## src/rtl/tile_map_write_arbiter_pkg.sv

```systemverilog
// Shared definitions for the background tile map and its write arbiter.
// Tile codes, map geometry, arbiter state encoding and a map-bounds helper.
package tile_map_write_arbiter_pkg;

  localparam int MAP_ROWS    = 12;
  localparam int MAP_COLS    = 17;
  localparam int BLOCK_WIDTH = 32;

  localparam logic [7:0] TILE_BDR = 8'd0;
  localparam logic [7:0] TILE_SKY = 8'd1;
  localparam logic [7:0] TILE_BLK = 8'd2;
  localparam logic [7:0] TILE_GND = 8'd3;
  localparam logic [7:0] TILE_TKN = 8'd4;
  localparam logic [7:0] TILE_CLK = 8'd5;

  typedef enum logic [1:0] {
    ST_IDLE      = 2'd0,
    ST_ARB       = 2'd1,
    ST_EXHAUSTED = 2'd2
  } arb_state_e;

  function automatic logic cell_in_map(input int row, input int col);
    return (row >= 0) && (row < MAP_ROWS) && (col >= 0) && (col < MAP_COLS);
  endfunction

endpackage

```

## src/rtl/tile_map_write_arbiter_if.sv

```systemverilog
// Write-request bundle between game-logic requesters (master) and the tile map arbiter (slave).
interface tile_map_write_arbiter_if #(
  parameter int NUM_REQ = 3
);

  logic [NUM_REQ-1:0] req;
  int                 req_row  [NUM_REQ];
  int                 req_col  [NUM_REQ];
  logic [7:0]         req_tile [NUM_REQ];
  logic [NUM_REQ-1:0] ack;
  logic               oob;
  logic               busy;

  modport master (
    output req, req_row, req_col, req_tile,
    input  ack, oob, busy
  );

  modport slave (
    input  req, req_row, req_col, req_tile,
    output ack, oob, busy
  );

endinterface

```

## src/rtl/tile_map_write_arbiter_rr_arbiter.sv

```systemverilog
// Round-robin picker: first eligible requester at or after the pointer, as one-hot and index.
module tile_map_write_arbiter_rr_arbiter #(
  parameter int N     = 3,
  parameter int PTR_W = (N > 1) ? $clog2(N) : 1
) (
  input  logic [N-1:0]     eligible,
  input  logic [PTR_W-1:0] ptr,
  output logic [N-1:0]     grant,
  output logic [PTR_W-1:0] grant_idx,
  output logic             valid
);

  logic [PTR_W-1:0] scan_idx;

  always_comb begin
    grant     = '0;
    grant_idx = '0;
    valid     = 1'b0;
    scan_idx  = '0;
    for (int k = 0; k < N; k++) begin
      scan_idx = PTR_W'((int'(ptr) + k) % N);
      if (!valid && eligible[scan_idx]) begin
        valid           = 1'b1;
        grant[scan_idx] = 1'b1;
        grant_idx       = scan_idx;
      end
    end
  end

endmodule

```

## src/rtl/tile_map_write_arbiter.sv

```systemverilog
// Background tile map owner; commits queued game-logic writes only during vblank,
// round-robin among requesters, at most WRITE_BUDGET commits per blanking interval.
//
// state        | meaning
// ST_IDLE      | visible scan, no grants; vblank rising clears the budget and opens ARB
// ST_ARB       | blanking, one grant per cycle to the round-robin winner
// ST_EXHAUSTED | budget spent for this blanking interval, hold until vblank falls
module tile_map_write_arbiter
  import tile_map_write_arbiter_pkg::*;
#(
  parameter int         NUM_REQ      = 3,
  parameter logic [7:0] SKY_TILE     = TILE_SKY,
  parameter logic [7:0] GND_TILE     = TILE_GND,
  parameter int         GND_ROWS     = 2,
  parameter int         WRITE_BUDGET = 16
) (
  input  logic                                     clk,
  input  logic                                     reset_n,
  input  logic                                     vblank,
  tile_map_write_arbiter_if.slave                  bus,
  output logic [MAP_ROWS-1:0][MAP_COLS-1:0][7:0]   background
);

  localparam int         PTR_W      = (NUM_REQ > 1) ? $clog2(NUM_REQ) : 1;
  localparam int         ROW_W      = $clog2(MAP_ROWS);
  localparam int         COL_W      = $clog2(MAP_COLS);
  localparam logic [7:0] BUDGET_MAX = 8'(WRITE_BUDGET);

  arb_state_e         state_q, state_d;
  logic [PTR_W-1:0]   rr_ptr_q, ptr_next, grant_idx;
  logic [NUM_REQ-1:0] eligible, grant_oh;
  logic               grant_valid, grant_en, commit;
  logic [7:0]         budget_q;
  int                 sel_row, sel_col;
  logic [7:0]         sel_tile;
  logic               sel_in_map;

  // A request acked last cycle is masked so a held req cannot commit twice.
  assign eligible = bus.req & ~bus.ack;
  assign bus.busy = |(bus.req & ~bus.ack);

  tile_map_write_arbiter_rr_arbiter #(
    .N     (NUM_REQ),
    .PTR_W (PTR_W)
  ) u_rr_arbiter (
    .eligible  (eligible),
    .ptr       (rr_ptr_q),
    .grant     (grant_oh),
    .grant_idx (grant_idx),
    .valid     (grant_valid)
  );

  always_comb begin
    sel_row    = bus.req_row[grant_idx];
    sel_col    = bus.req_col[grant_idx];
    sel_tile   = bus.req_tile[grant_idx];
    sel_in_map = cell_in_map(sel_row, sel_col);
    ptr_next   = (int'(grant_idx) >= NUM_REQ - 1) ? '0 : grant_idx + PTR_W'(1);
  end

  always_ff @(posedge clk) begin
    if (!reset_n) state_q <= ST_IDLE;
    else          state_q <= state_d;
  end

  always_comb begin
    state_d = state_q;
    unique case (state_q)
      ST_IDLE:      if (vblank) state_d = ST_ARB;
      ST_ARB: begin
        if (!vblank)                                        state_d = ST_IDLE;
        else if (commit && (budget_q + 8'd1 >= BUDGET_MAX)) state_d = ST_EXHAUSTED;
      end
      ST_EXHAUSTED: if (!vblank) state_d = ST_IDLE;
      default:      state_d = ST_IDLE;
    endcase
  end

  always_comb begin
    grant_en = (state_q == ST_ARB) && vblank && (budget_q < BUDGET_MAX);
    commit   = grant_en && grant_valid;
  end

  always_ff @(posedge clk) begin
    if (!reset_n) begin
      bus.ack  <= '0;
      bus.oob  <= 1'b0;
      rr_ptr_q <= '0;
      budget_q <= '0;
    end else begin
      bus.ack <= commit ? grant_oh : '0;
      bus.oob <= commit && !sel_in_map;
      if (commit) rr_ptr_q <= ptr_next;
      // Out-of-range requests are still charged against the budget.
      if (state_q == ST_IDLE && vblank)          budget_q <= '0;
      else if (commit && budget_q < BUDGET_MAX)  budget_q <= budget_q + 8'd1;
    end
  end

  always_ff @(posedge clk) begin
    if (!reset_n) begin
      for (int r = 0; r < MAP_ROWS; r++) begin
        for (int c = 0; c < MAP_COLS; c++) begin
          background[r][c] <= (r >= MAP_ROWS - GND_ROWS) ? GND_TILE : SKY_TILE;
        end
      end
    end else if (commit && sel_in_map) begin
      background[sel_row[ROW_W-1:0]][sel_col[COL_W-1:0]] <= sel_tile;
    end
  end

endmodule

```

## src/flat_wrapper.sv

```systemverilog
// flat-port wrapper written by rule: the top's interface ports become plain ports
module tile_map_write_arbiter_flat import tile_map_write_arbiter_pkg::*;
#(
  parameter int         NUM_REQ      = 3,
  parameter logic [7:0] SKY_TILE     = TILE_SKY,
  parameter logic [7:0] GND_TILE     = TILE_GND,
  parameter int         GND_ROWS     = 2,
  parameter int         WRITE_BUDGET = 16
)
  (clk, reset_n, vblank, background, bus_req, bus_req_row, bus_req_col, bus_req_tile, bus_ack, bus_oob, bus_busy);
  tile_map_write_arbiter_if #(.NUM_REQ(NUM_REQ)) bus_i ();
  input  logic clk;
  input  logic reset_n;
  input  logic vblank;
  output logic [MAP_ROWS-1:0][MAP_COLS-1:0][7:0] background;
  input wire logic [$bits(bus_i.req)-1:0] bus_req;
  input wire logic [$bits(bus_i.req_row)-1:0] bus_req_row;
  input wire logic [$bits(bus_i.req_col)-1:0] bus_req_col;
  input wire logic [$bits(bus_i.req_tile)-1:0] bus_req_tile;
  output wire logic [$bits(bus_i.ack)-1:0] bus_ack;
  output wire logic [$bits(bus_i.oob)-1:0] bus_oob;
  output wire logic [$bits(bus_i.busy)-1:0] bus_busy;
  assign bus_i.req = bus_req;
  assign bus_i.req_row = {>>{bus_req_row}};
  assign bus_i.req_col = {>>{bus_req_col}};
  assign bus_i.req_tile = {>>{bus_req_tile}};
  assign bus_ack = bus_i.ack;
  assign bus_oob = bus_i.oob;
  assign bus_busy = bus_i.busy;
  tile_map_write_arbiter #(.NUM_REQ(NUM_REQ), .SKY_TILE(SKY_TILE), .GND_TILE(GND_TILE), .GND_ROWS(GND_ROWS), .WRITE_BUDGET(WRITE_BUDGET)) u_core (.clk(clk), .reset_n(reset_n), .vblank(vblank), .bus(bus_i), .background(background));
endmodule
```

## config.mk

```make
export PLATFORM = sky130hd
export DESIGN_NAME = tile_map_write_arbiter_flat
export DESIGN_NICKNAME = d
export VERILOG_FILES = /design/src/rtl/tile_map_write_arbiter_pkg.sv /design/src/rtl/tile_map_write_arbiter_if.sv /design/src/rtl/tile_map_write_arbiter_rr_arbiter.sv /design/src/rtl/tile_map_write_arbiter.sv /design/src/flat_wrapper.sv
export SDC_FILE = /design/constraint.sdc
export NUM_CORES = 2
export LEC_CHECK = 0
export CAP_MARGIN = 40
export CORE_AREA = 2 2 728 730
export CTS_BUF_LIST = sky130_fd_sc_hd__clkbuf_4
export DETAILED_ROUTE_END_ITERATION = 6
export DIE_AREA = 0 0 730 732
export HOLD_SLACK_MARGIN = 0.02
export PLACE_DENSITY_LB_ADDON = 0.15
export SLEW_MARGIN = 5
export SYNTH_ARGS = -nofsm -noshare
export SYNTH_HDL_FRONTEND = slang
export SYNTH_SLANG_ARGS = --single-unit
```

## constraint.sdc

```tcl
create_clock -name clk -period 6.5 [get_ports clk]
set_clock_uncertainty 0.1 [all_clocks]
set_input_delay 1.3 -clock clk [delete_from_list [all_inputs] [get_ports clk]]
set_output_delay 1.3 -clock clk [all_outputs]
set_load 0.05 [all_outputs]
```

==> results.json <==
{
  "period_share_pct": 82.20,
  "worst_slew_pin_slew_ns": 1.187,
  "synthArstFlopShare_pct": 0,
  "wl_per_cell_um": 27.11,
  "grt_max_degree": 194,
  "power_density_mw_per_mm2": 237.3,
  "cts_made_buffers": 536,
  "route.detailed.drc": 0,
  "core_area_mm2": 0.5268,
  "drt-pass1-iter-count": 6,
  "clock_path_buffers": 4,
  "vias_per_cell": 3.572,
  "drv_cap": 0,
  "first_global_vias": 57390,
  "grt_usage_pct": 15.14,
  "ctsHtreeMaxLevel": 6,
  "leakagePower_uw": 0.04099,
  "busiest_layer": "met2",
  "synth_most_common_cell": "dfxtp_1",
  "rsz0062_at_grt": "no",
  "cp.required_ns": 7.68,
  "dieArea_mm2": 0.5344,
  "finalSetupViolCount": 0,
  "detailedPlace.worstSlack_ns": 0.1379,
  "yosysUniqueCellTypes": 67,
  "syn_inst": 5945,
  "cp-start-kind": "flop",
  "min_path_type": "in2reg",
  "critical_path_arrival_ns": 6.52,
  "cpPeakStageDelay_ns": 0.60,
  "netlist_area_mm2": 0.05986,
  "overflow": 0,
  "place_area_mm2": 0.09108,
  "final_max_slew_viol_count": 0,
  "synthTopCellsByCount": "dfxtp_1, mux2i_1, nand2_1, o211ai_1, clkbuf_1",
  "io_buffers": 1858,
  "antenna_found_initial": 63,
  "cts.repair.resized": 0,
  "clk_latency_ns": 1.42,
  "std_cell_rows": 267,
  "synth_ff_type": "dfxtp_1",
  "vdd_drop_max_uv": 144.2,
  "die_x_um": 730,
  "drive_gt1_share_pct": 15.45,
  "layout_min_cycle_time_ns": 5.343,
  "r2r-start": "u_core.rr_ptr_q[0]",
  "routabilityCongestion": 0.7876,
  "boundaryPins": 1859,
  "synth_top_area_share_pct": 55.11,
  "seq_area_frac_synth_pct": 55.11,
  "yosysWarnings": 0,
  "critPathMostFrequentCell": "buf_4",
  "start_util_pct": 11.36,
  "post_cts_buffers": 0,
  "synth_area_leader_cell": "dfxtp_1",
  "ant_nets": 0,
  "setup_ws_ns": 1.157,
  "use_met1_pct": 17.12,
  "synth.avg_cell_area_um2": 10.07,
  "maxSlewHeadroom_pct": 20.85,
  "critical_path.max_fanout": 12,
  "crit_type": "reg2reg",
  "worst_path_max_delay_cell": "or4_1",
  "num_vias": 55760,
  "area_growth_pct": 63.10,
  "clk_pin_slew_worst_paths_ns": 0.05,
  "final_nets": 8477,
  "cts_tree": "done",
  "drt_iter0_drc": 2714,
  "dp_hpwl_um": 308300,
  "worstHoldStart": "reset_n",
  "hold_violations": 0,
  "fmax_mhz": 187.2,
  "crit_path_start": "u_core.rr_ptr_q[0]",
  "grt_pass1_wl_um": 552500,
  "worstSetupEndpointType": "flop",
  "fin_area_mm2": 0.09763,
  "wl_um": 423200,
  "synth_nets": 6173,
  "holdBufCountCts": 0,
  "die_height_um": 732,
  "synth-edff-count": 0,
  "outcome": "completed",
  "clock-sinks": 1648,
  "synth_area_leaders": "dfxtp_1, mux2i_1, nand2_1, o211ai_1, o21ai_0",
  "path_cells": "inv_1, ha_1, nor4bb_2, or4_1, or4_1, o21ai_2, buf_4, mux2i_1, buf_4, o21a_1, nor4_2, buf_4, buf_12, buf_4, nand2_2, mux2i_1",
  "grt_util_met2_pct": 26.09,
  "use_met3_pct": 5.981,
  "ys_ff_latch": 1648,
  "root_buffer": "clkbuf_4"
}
power breakdown:
| part | total, µW | internal (µW) | leakage (µW) | switching, µW |
|---|---|---|---|---|
| logic | 2160 | 478 | 0.0239 | 1690 |
| clock network | 10900 | 5570 | 0.00381 | 5340 |
| registers | 10100 | 10100 | 0.0133 | 2.62 |
| total | 23200 | 16100 | 0.0410 | 7020 |
stage by stage:
stage	setup TNS [ns]	power, µW	util, %	hold WS, ns	instances
after floorplan	0	11110	-	0.3087	5945
after global placement	-36.07	12620	17.22	0.3183	14690
after detailed placement	0	12630	17.29	0.3269	14700
after CTS	0	23930	18.51	0.02332	15570
after global routing	0	24400	18.52	0.1085	15580
final	0	23170	18.53	0.3232	15610
path summary, 6_finish.rpt:
check	slack, ns	depth (start not counted)	to
min	0.32	3	u_core.background[1477]
max reg2reg	1.16	16	u_core.background[524]
min reg2reg	0.33	2	u_core.budget_q[7]
max	1.16	16	u_core.background[524]
layout make-up:
class                      count  area, µm²
clock buffer                 742       5570
clock inverter               122      870.8
inverter                      10      45.04
multi-input combinational   3777      25090
antenna                       42      105.1
timing repair buffer        2276      24220
tap                         6994       8751
fill                       58140     429200
sequential                  1648      32990
state kept, by name, summed over array words and instances (netlist names):
register / cells
u_core.rr_ptr_q: 2
u_core.bus.oob: 1
u_core.bus.ack: 3
u_core.budget_q: 8
u_core.state_q: 2
u_core.background: 1632
cells by family (layout without fill, tap and decap cells):
kind of cell / after synthesis / count (layout) / share of synthesized area, %
compound gates: 978 / 978 / 10.39
xor+xnor: 2 / 2 / 0.02927
fa+ha+maj: 6 / 6 / 0.1254
buf+inv: 520 / 3150 / 3.371
flops: 1648 / 1648 / 55.11
mux: 1189 / 1189 / 19.89
other cells: 0 / 42 / 0
simple gates: 1602 / 1602 / 11.09
critical path: cells and delay by family, from the launching register on:
kind                     cells  cell delay, ns
buffers and inverters        6            1.20
adder cells (fa/ha/maj)      1            0.43
flip-flops                   1            0.39
AND/OR/NAND/NOR              5            2.15
multiplexers                 2            0.31
AO/OA/AOI/OAI                2            0.51
cell usage in the layout, fill, tap and decap left out, types with 6 or more instances in the layout:
cell type,instances
clkinv_1,63
buf_12,179
o21ai_0,405
nand2b_1,6
nand2_1,1142
buf_4,224
inv_2,9
clkinv_2,6
clkdlybuf4s50_1,1854
inv_1,9
clkbuf_4,742
ha_1,6
diode_2,42
nor4_2,9
nor4_1,45
nor2_1,267
nand2_2,41
dfxtp_1,1648
o21ai_1,56
inv_8,7
nand4_1,17
inv_6,11
buf_16,11
o211ai_1,462
a21oi_1,12
nand3_1,11
clkinvlp_4,12
bufinv_16,8
nor4_4,12
mux2i_1,1187
metal layers:
layer  share of wire [%]  up-vias
li1                    -    25610
met1                  40    27370
met2                  48     2144
met3                 9.1      592
met4                 2.9       44
met5               0.067        -
Power figures use the tool's default switching activity.
